[src/rtl/arbitro_rr_param.sv]
// N-port arbiter from ingress FIFOs to egress FIFOs: fixed-priority or round-robin grant,
// destination-aware backpressure, registered push one cycle after the pop.
module arbitro_rr_param #(
  parameter int DATA_WIDTH = 10,
  parameter int NUM_PORTS  = 4,
  parameter int RR_MODE    = 1,
  parameter int BP_MODE    = 1
) (
  input  logic                            clk,
  input  logic                            reset,
  input  logic [NUM_PORTS-1:0]            empty,
  input  logic [NUM_PORTS*DATA_WIDTH-1:0] data_in,
  input  logic [NUM_PORTS-1:0]            almostfull,
  output logic [NUM_PORTS-1:0]            pop,
  output logic [NUM_PORTS-1:0]            push,
  output logic [NUM_PORTS*DATA_WIDTH-1:0] data_out,
  output logic                            idle
);

  localparam int DEST_W = $clog2(NUM_PORTS);

  localparam logic ST_IDLE   = 1'b0;
  localparam logic ST_ACTIVE = 1'b1;

  logic                            r_state;
  logic [DEST_W-1:0]               r_rr_ptr;
  logic [NUM_PORTS-1:0]            r_push;
  logic [NUM_PORTS*DATA_WIDTH-1:0] r_data_out;

  logic [DEST_W-1:0]     w_dest [NUM_PORTS];
  logic [NUM_PORTS-1:0]  w_elig;
  logic                  w_any_af;
  logic                  w_gnt_vld;
  logic [DEST_W-1:0]     w_gnt_idx;
  logic [DEST_W-1:0]     w_scan;
  logic [DEST_W-1:0]     w_gnt_dest;
  logic [DATA_WIDTH-1:0] w_gnt_word;
  logic [NUM_PORTS-1:0]  w_pop;

  assign w_any_af = |almostfull;

  always_comb begin
    for (int unsigned i = 0; i < NUM_PORTS; i++) begin
      w_dest[i] = data_in[i*DATA_WIDTH + DATA_WIDTH - 1 -: DEST_W];
      if (BP_MODE != 0)
        w_elig[i] = !empty[i] && !almostfull[w_dest[i]];
      else
        w_elig[i] = !empty[i] && !w_any_af;
    end
  end

  // Scan starts at rr_ptr in round-robin mode; DEST_W-bit addition wraps modulo NUM_PORTS.
  always_comb begin
    w_gnt_vld = 1'b0;
    w_gnt_idx = '0;
    w_scan    = '0;
    for (int unsigned k = 0; k < NUM_PORTS; k++) begin
      if (RR_MODE != 0)
        w_scan = r_rr_ptr + DEST_W'(k);
      else
        w_scan = DEST_W'(k);
      if (!w_gnt_vld && w_elig[w_scan]) begin
        w_gnt_vld = 1'b1;
        w_gnt_idx = w_scan;
      end
    end
  end

  assign w_gnt_dest = w_dest[w_gnt_idx];
  assign w_gnt_word = data_in[w_gnt_idx*DATA_WIDTH +: DATA_WIDTH];

  always_comb begin
    w_pop = '0;
    if (w_gnt_vld && !reset)
      w_pop[w_gnt_idx] = 1'b1;
  end

  always_ff @(posedge clk or posedge reset) begin
    if (reset) begin
      r_state    <= ST_IDLE;
      r_rr_ptr   <= '0;
      r_push     <= '0;
      r_data_out <= '0;
    end else begin
      r_push     <= '0;
      r_data_out <= '0;
      if (w_gnt_vld) begin
        r_push[w_gnt_dest]                             <= 1'b1;
        r_data_out[w_gnt_dest*DATA_WIDTH +: DATA_WIDTH] <= w_gnt_word;
        r_state                                        <= ST_ACTIVE;
        if (RR_MODE != 0)
          r_rr_ptr <= w_gnt_idx + DEST_W'(1);
      end else begin
        r_state <= ST_IDLE;
      end
    end
  end

  assign pop      = w_pop;
  assign push     = r_push;
  assign data_out = r_data_out;
  assign idle     = (r_state == ST_IDLE);

endmodule

[config.mk]
export PLATFORM = sky130hd
export DESIGN_NAME = arbitro_rr_param
export DESIGN_NICKNAME = d
export VERILOG_FILES = /design/src/rtl/arbitro_rr_param.sv
export SDC_FILE = /design/constraint.sdc
export NUM_CORES = 1
export LEC_CHECK = 0
export BUFFER_PORTS_ARGS = -buffer_cell sky130_fd_sc_hd__buf_2
export CAP_MARGIN = 20
export CORE_MARGIN = 4
export CORE_UTILIZATION = 50
export CTS_CLUSTER_DIAMETER = 80
export CTS_CLUSTER_SIZE = 8
export DETAILED_ROUTE_END_ITERATION = 6
export HOLD_SLACK_MARGIN = 0.03
export PLACE_DENSITY_LB_ADDON = 0.05
export SKIP_CTS_REPAIR_TIMING = 1
export SLEW_MARGIN = 10
export SYNTH_ARGS = -nofsm -noshare
export SYNTH_HDL_FRONTEND = slang
export SYNTH_SLANG_ARGS = --single-unit
[constraint.sdc]
create_clock -name clk -period 4.2 [get_ports clk]
set_input_delay 0.42 -clock clk [delete_from_list [all_inputs] [get_ports clk]]
set_output_delay 0.42 -clock clk [all_outputs]
set_load 0.02 [all_outputs]
=== After elaboration in Yosys (flattened, before gate mapping) ===
Index checks and enable logic that the tools add are counted.
Widths: inputs -> output; s select.

* Register bits: 47
* Bits of input ports: 50
* Output and inout bits: 49
* Word-level logic and storage cells: 87

* $add $sub $neg: 5
* Multipliers: 2
* Magnitude comparators: 13
* Shift operators: 3
* Mux-type cells: 35
* Bitwise operators: 3
* Reductions and logical operators: 22

{| class="wikitable"
|+ Operators by type and width
! operator !! number
|-
| $and 40x40->40 || 1
|-
| $mux 40 || 1
|-
| $shift 10x34->40 const A || 1
|-
| $shiftx 10x34->40 || 1
|-
| $shiftx 40x7->10 || 1
|-
| $neg 6->34 || 1
|-
| $lt 2x3->1 const B || 10
|-
| $bmux 1 s2 || 8
|-
| $mux 1 || 15
|-
| $logic_not 1->1 || 12
|-
| $mux 2 || 6
|-
| $logic_and 1x1->1 || 10
|-
| $mul 2x3->5 const B || 2
|-
| $mux 4 || 2
|-
| $add 2x1->2 const B || 2
|-
| $add 2x2->2 const B || 2
|-
| $bmux 2 s2 || 1
|-
| $demux 1 s2 || 2
|-
| $ge 2x1->1 const B || 2
|-
| $ge 3x3->1 const B || 1
|-
| $not 2->3 || 1
|-
| $not 1->1 || 1
|}

=== Longest topological paths before layout ===
* Depth in word-level cells: 25
* Mapped depth: 15
* Mapped depth without buffers: 14

=== Worst setup path after synthesis ===
OpenSTA, ideal clock, no wires.

* Kind: input-to-reg
* From: input port data_in[38]
* To: register r_data_out[30], in the netlist data_out[30]
* Setup time: 0.082 ns
* Arrival time: 3.499 ns
* Data required time: 4.118 ns
* Path slack: 0.618 ns
* Stages: 15
* Path buffers: 2
* Cells stage by stage: mux4_2 -> nor2_2 -> o221ai_2 -> a21oi_2 -> buf_2 -> mux2i_1 -> mux2i_1 -> inv_1 -> ha_1 -> a21oi_1 -> nand2_1 -> or2_2 -> clkbuf_1 -> or2_0 -> o22ai_1

* Word-level cells in the longest chain between the ends: 25
* Elaborated cells between the ends (all ways): 38
* Classes of those cells: add/sub: 1; mul: 2; shift: 3; mux: 22; bitwise: 2; reduce/logical: 8

{| class="wikitable"
|+ RTL lines
! element !! line !! text
|-
| from (decl) || 12 || <nowiki>input logic [NUM_PORTS*DATA_WIDTH-1:0] data_in,</nowiki>
|-
| $bmux 1 s2 || 46 || <nowiki>w_elig[i] = !empty[i] && !almostfull[w_dest[i]];</nowiki>
|-
| $mux 1 (implied by the code) || 46 ||
|-
| $logic_not 1->1 || 46 ||
|-
| $logic_and 1x1->1 || 46 ||
|-
| $bmux 1 s2 || 62 || <nowiki>if (!w_gnt_vld && w_elig[w_scan]) begin</nowiki>
|-
| $mux 1 (implied by the code) || 62 ||
|-
| $mux 1 || 62 ||
|-
| $logic_not 1->1 || 62 ||
|-
| (+8 left out) || - ||
|-
| $not 2->3 (implied by the code) || 69 || <nowiki>assign w_gnt_dest = w_dest[w_gnt_idx];</nowiki>
|-
| $bmux 2 s2 || 69 ||
|-
| $mux 2 (implied by the code) (2 in a row) || 69 ||
|-
| $mul 2x3->5 || 89 || <nowiki>r_data_out[w_gnt_dest*DATA_WIDTH +: DATA_WIDTH] <= w_gnt_word;</nowiki>
|-
| $neg 6->34 || 89 ||
|-
| $shiftx 10x34->40 / $shift 10x34->40 (equally long branches) || 89 ||
|-
| $and 40x40->40 (no line) || - ||
|-
| $mux 40 * || 87 || <nowiki>if (w_gnt_vld) begin</nowiki>
|-
| to (signal, indexed assignment) || 89 ||
|-
| to (decl) || 28 || <nowiki>logic [NUM_PORTS*DATA_WIDTH-1:0] r_data_out;</nowiki>
|}

Mark *: on every way between the ends. The rest lies on a longest branch, timed or not. The select of a mux whose other input is x is not followed.
A chain may end at the register's enable or synchronous reset.

=== Final worst setup path ===
* From: input port data_in[29]
* To: register r_data_out[30], in the netlist data_out[30]

Same word-level chain as after synthesis.

==> run summary <==
status: complete, no violations
CP max FO: 7
post-synth top area cell: dfrtp_1
slowest cell delay on critical path: 0.43 ns
most used cell, CP: mux2i_1
CP Launch Point: data_in[29]
via density per instance: 5.42
Slew headroom: 0.649
IO buf count: 98
number of DRC markers in iteration 0: 179
critical path launch point type: input pin
worst-path cell chain: buf_2, mux2i_1, a22oi_1, o221ai_1, a21oi_2, mux2i_1, mux2i_1, inv_1, ha_1, a21oi_1, nand2_1, or2_2, or2_0, o22ai_1
DRT Pass-1 Iters: 5
post-route ant nets: 0
post-synthesis mux area share: 0.184
fmax: 0.274 GHz
Crit path required time: 4.41 ns
asr flop ratio synth: 1.00
share of cells above drive strength 1: 0.347
initial core utilization: 0.517
Setup Viol. Count Final: 0
register area share after synthesis: 0.408
vias in the first global route: 2187
largest family of logic cells by synthesized area: multiplexers
adder-cell share of the synthesized area: 0.0427
Final period util: 0.868
Total GRT Usage: 0.209
critical path arrival: 3.85 ns
GPL Wtd Cong: 0.930
critical path class: in2reg
largest net degree at the start of global routing: 48
htree depth: 2
final slew viol count: 0
gr ovfl total: 0
Post-synth EDFFs: 0
pre-CTS setup slack: 0.268 ns
Post-synth top flop: dfrtp_1
NumNets Final: 422
die area: 0.00651 mm^2
leakage power: 1.79 nW
# rows: 26
Die Span Y: 80.7 um
clock tree buffer depth: 2
post-synthesis xor/xnor area fraction: 0
core area: 0.00511 mm^2
Peak supply drop: 0.000207 V
Fin Setup TNS: 0 ns
crit end category: flop
Final WS setup: 0.553 ns
Max-Cap Viols: 0
main area contributors after synthesis: dfrtp_1, mux2i_1, ha_1
die width: 80.7 um
WL per Instance: 14.8 um
via count: 2346
Final Routed Wirelength: 6410 um
final worst clock skew: 0.00522 ns
WHS: 0.250 ns
Worst Tran Pin Value: 0.512 ns
final hold vios: 0
TritonCTS Buffers: 5
dpl hpwl: 5020 um
slowest CP cell: mux2i_1
total power: 1.72 mW
drc violations: 0
syn_area_per_cell: 9.81 um^2
Worst-path clk slew: 0.07 ns
number of synthesized register bits: 43
min Tclk post-route: 3.65 ns
Power Density: 526 mW/mm^2
Yosys top cell area share: 0.408
CTS Sinks: 43
diode count: 0
num ports: 99
post-synthesis cell count: 269
first-pass GRT wire length: 10600 um
Reg2Reg Launch Point: r_rr_ptr[1]$_DFFE_PP0P_
Layout area overhead: 23.5%
antenna violations before repair: 0
Worst-Skew Late Latency: 0.29 ns
Synth Area in Compound Gates: 0.143
synthesized cell area: 0.00264 mm^2
Synth Warn #: 0
unrepaired setup endpoints after global routing: no
HP Class: in2async
CTS root buffer: clkbuf_8
Synth Area in Simple Gates: 0.169
Netlist cell types: 55
CTS tree: done
syn nets: 328
-- kinds of logic after synthesis --
group                      after synthesis
and+or+nand+nor                         90
AOI/OAI and AO/OA                       52
muxes                                   46
DFF                                     43
buffers and inverters                   29
adders and majority gates                9
-- flip-flops by register name, summed over array words and instances (netlist names) --
signal    count
push          2
r_state       1
r_rr_ptr      2
data_out     38
-- routing by layer --
metal | routed length [um] | vias up | global-route usage | part of all wire
li1 | - | 1149 | - | -
met1 | 2720 | 1065 | 0.280 | 0.42
met2 | 3060 | 122 | 0.350 | 0.48
met3 | 568 | 10 | 0.0370 | 0.089
met4 | 69 | 0 | 0.0507 | 0.011
met5 | 0 | - | 0 | 0
-- worst max-delay path, delay by kind of cell --
family	cells	cell delay (ns)
compound gates	5	1.40
buf+inv	2	0.29
fa+ha+maj	1	0.24
simple gates	3	0.80
mux	3	0.69
-- path summary, 6_finish.rpt --
kind / cells after the start / slack (ns) / end
setup / recovery: 14 / 0.55 / data_out[30]$_DFF_PP0_
hold / removal: 3 / 0.25 / data_out[15]$_DFF_PP0_
setup reg to reg: 12 / 0.89 / data_out[30]$_DFF_PP0_
hold reg to reg: 1 / 0.61 / r_rr_ptr[0]$_DFFE_PP0P_
max in group asynchronous: 3 / 3.58 / data_out[10]$_DFF_PP0_
min in group clk: 1 / 0.61 / r_rr_ptr[0]$_DFFE_PP0P_
-- placed cells by master, fill, tap and decap left out, types with 7 or more instances in the layout --
master   instances
nand3_1         10
nor2_1          17
buf_2           98
and3_1           8
mux2i_1         38
inv_1            9
dfrtp_1         43
a21oi_1          9
ha_1             9
nand2_1         21
buf_4            7
nor3_1           9
-- power by group --
group | internal (mW) | leakage (nW) | total, mW | switching, mW
clock network | 0.129 | 0.0470 | 0.252 | 0.123
logic | 0.336 | 1.16 | 0.960 | 0.624
registers | 0.480 | 0.585 | 0.504 | 0.0244
total | 0.944 | 1.79 | 1.72 | 0.772
-- metrics by stage --
step,utilization,instances,area (um^2)
2_1_floorplan,-,269,2640
3_3_place_gp,0.621,426,3170
3_5_place_dp,0.621,426,3170
4_1_cts,0.638,433,3260
5_1_grt,0.638,433,3260
6_report,0.638,433,3260
-- synthesized netlist by cell type (5+ instances only) --
cell type / n
a21oi_1: 9
nand2_1: 21
o22ai_1: 5
mux2i_1: 38
nor3_1: 9
mux2_2: 6
inv_1: 10
and3_1: 8
and2_1: 6
clkbuf_1: 8
nand3_1: 10
ha_1: 9
dfrtp_1: 43
nor2_1: 17
buf_4: 5
-- final cells by class --
| cell class | instances | area, um^2 |
|---|---|---|
| sequential | 43 | 1080 |
| clock inverter | 1 | 5.00 |
| inverter | 11 | 43.8 |
| tap | 70 | 87.6 |
| clock buffer | 6 | 82.6 |
| fill | 461 | 1850 |
| multi-input combinational | 197 | 1420 |
| timing repair buffer | 105 | 543 |
No activity file was read; power rests on OpenSTA's default activity.
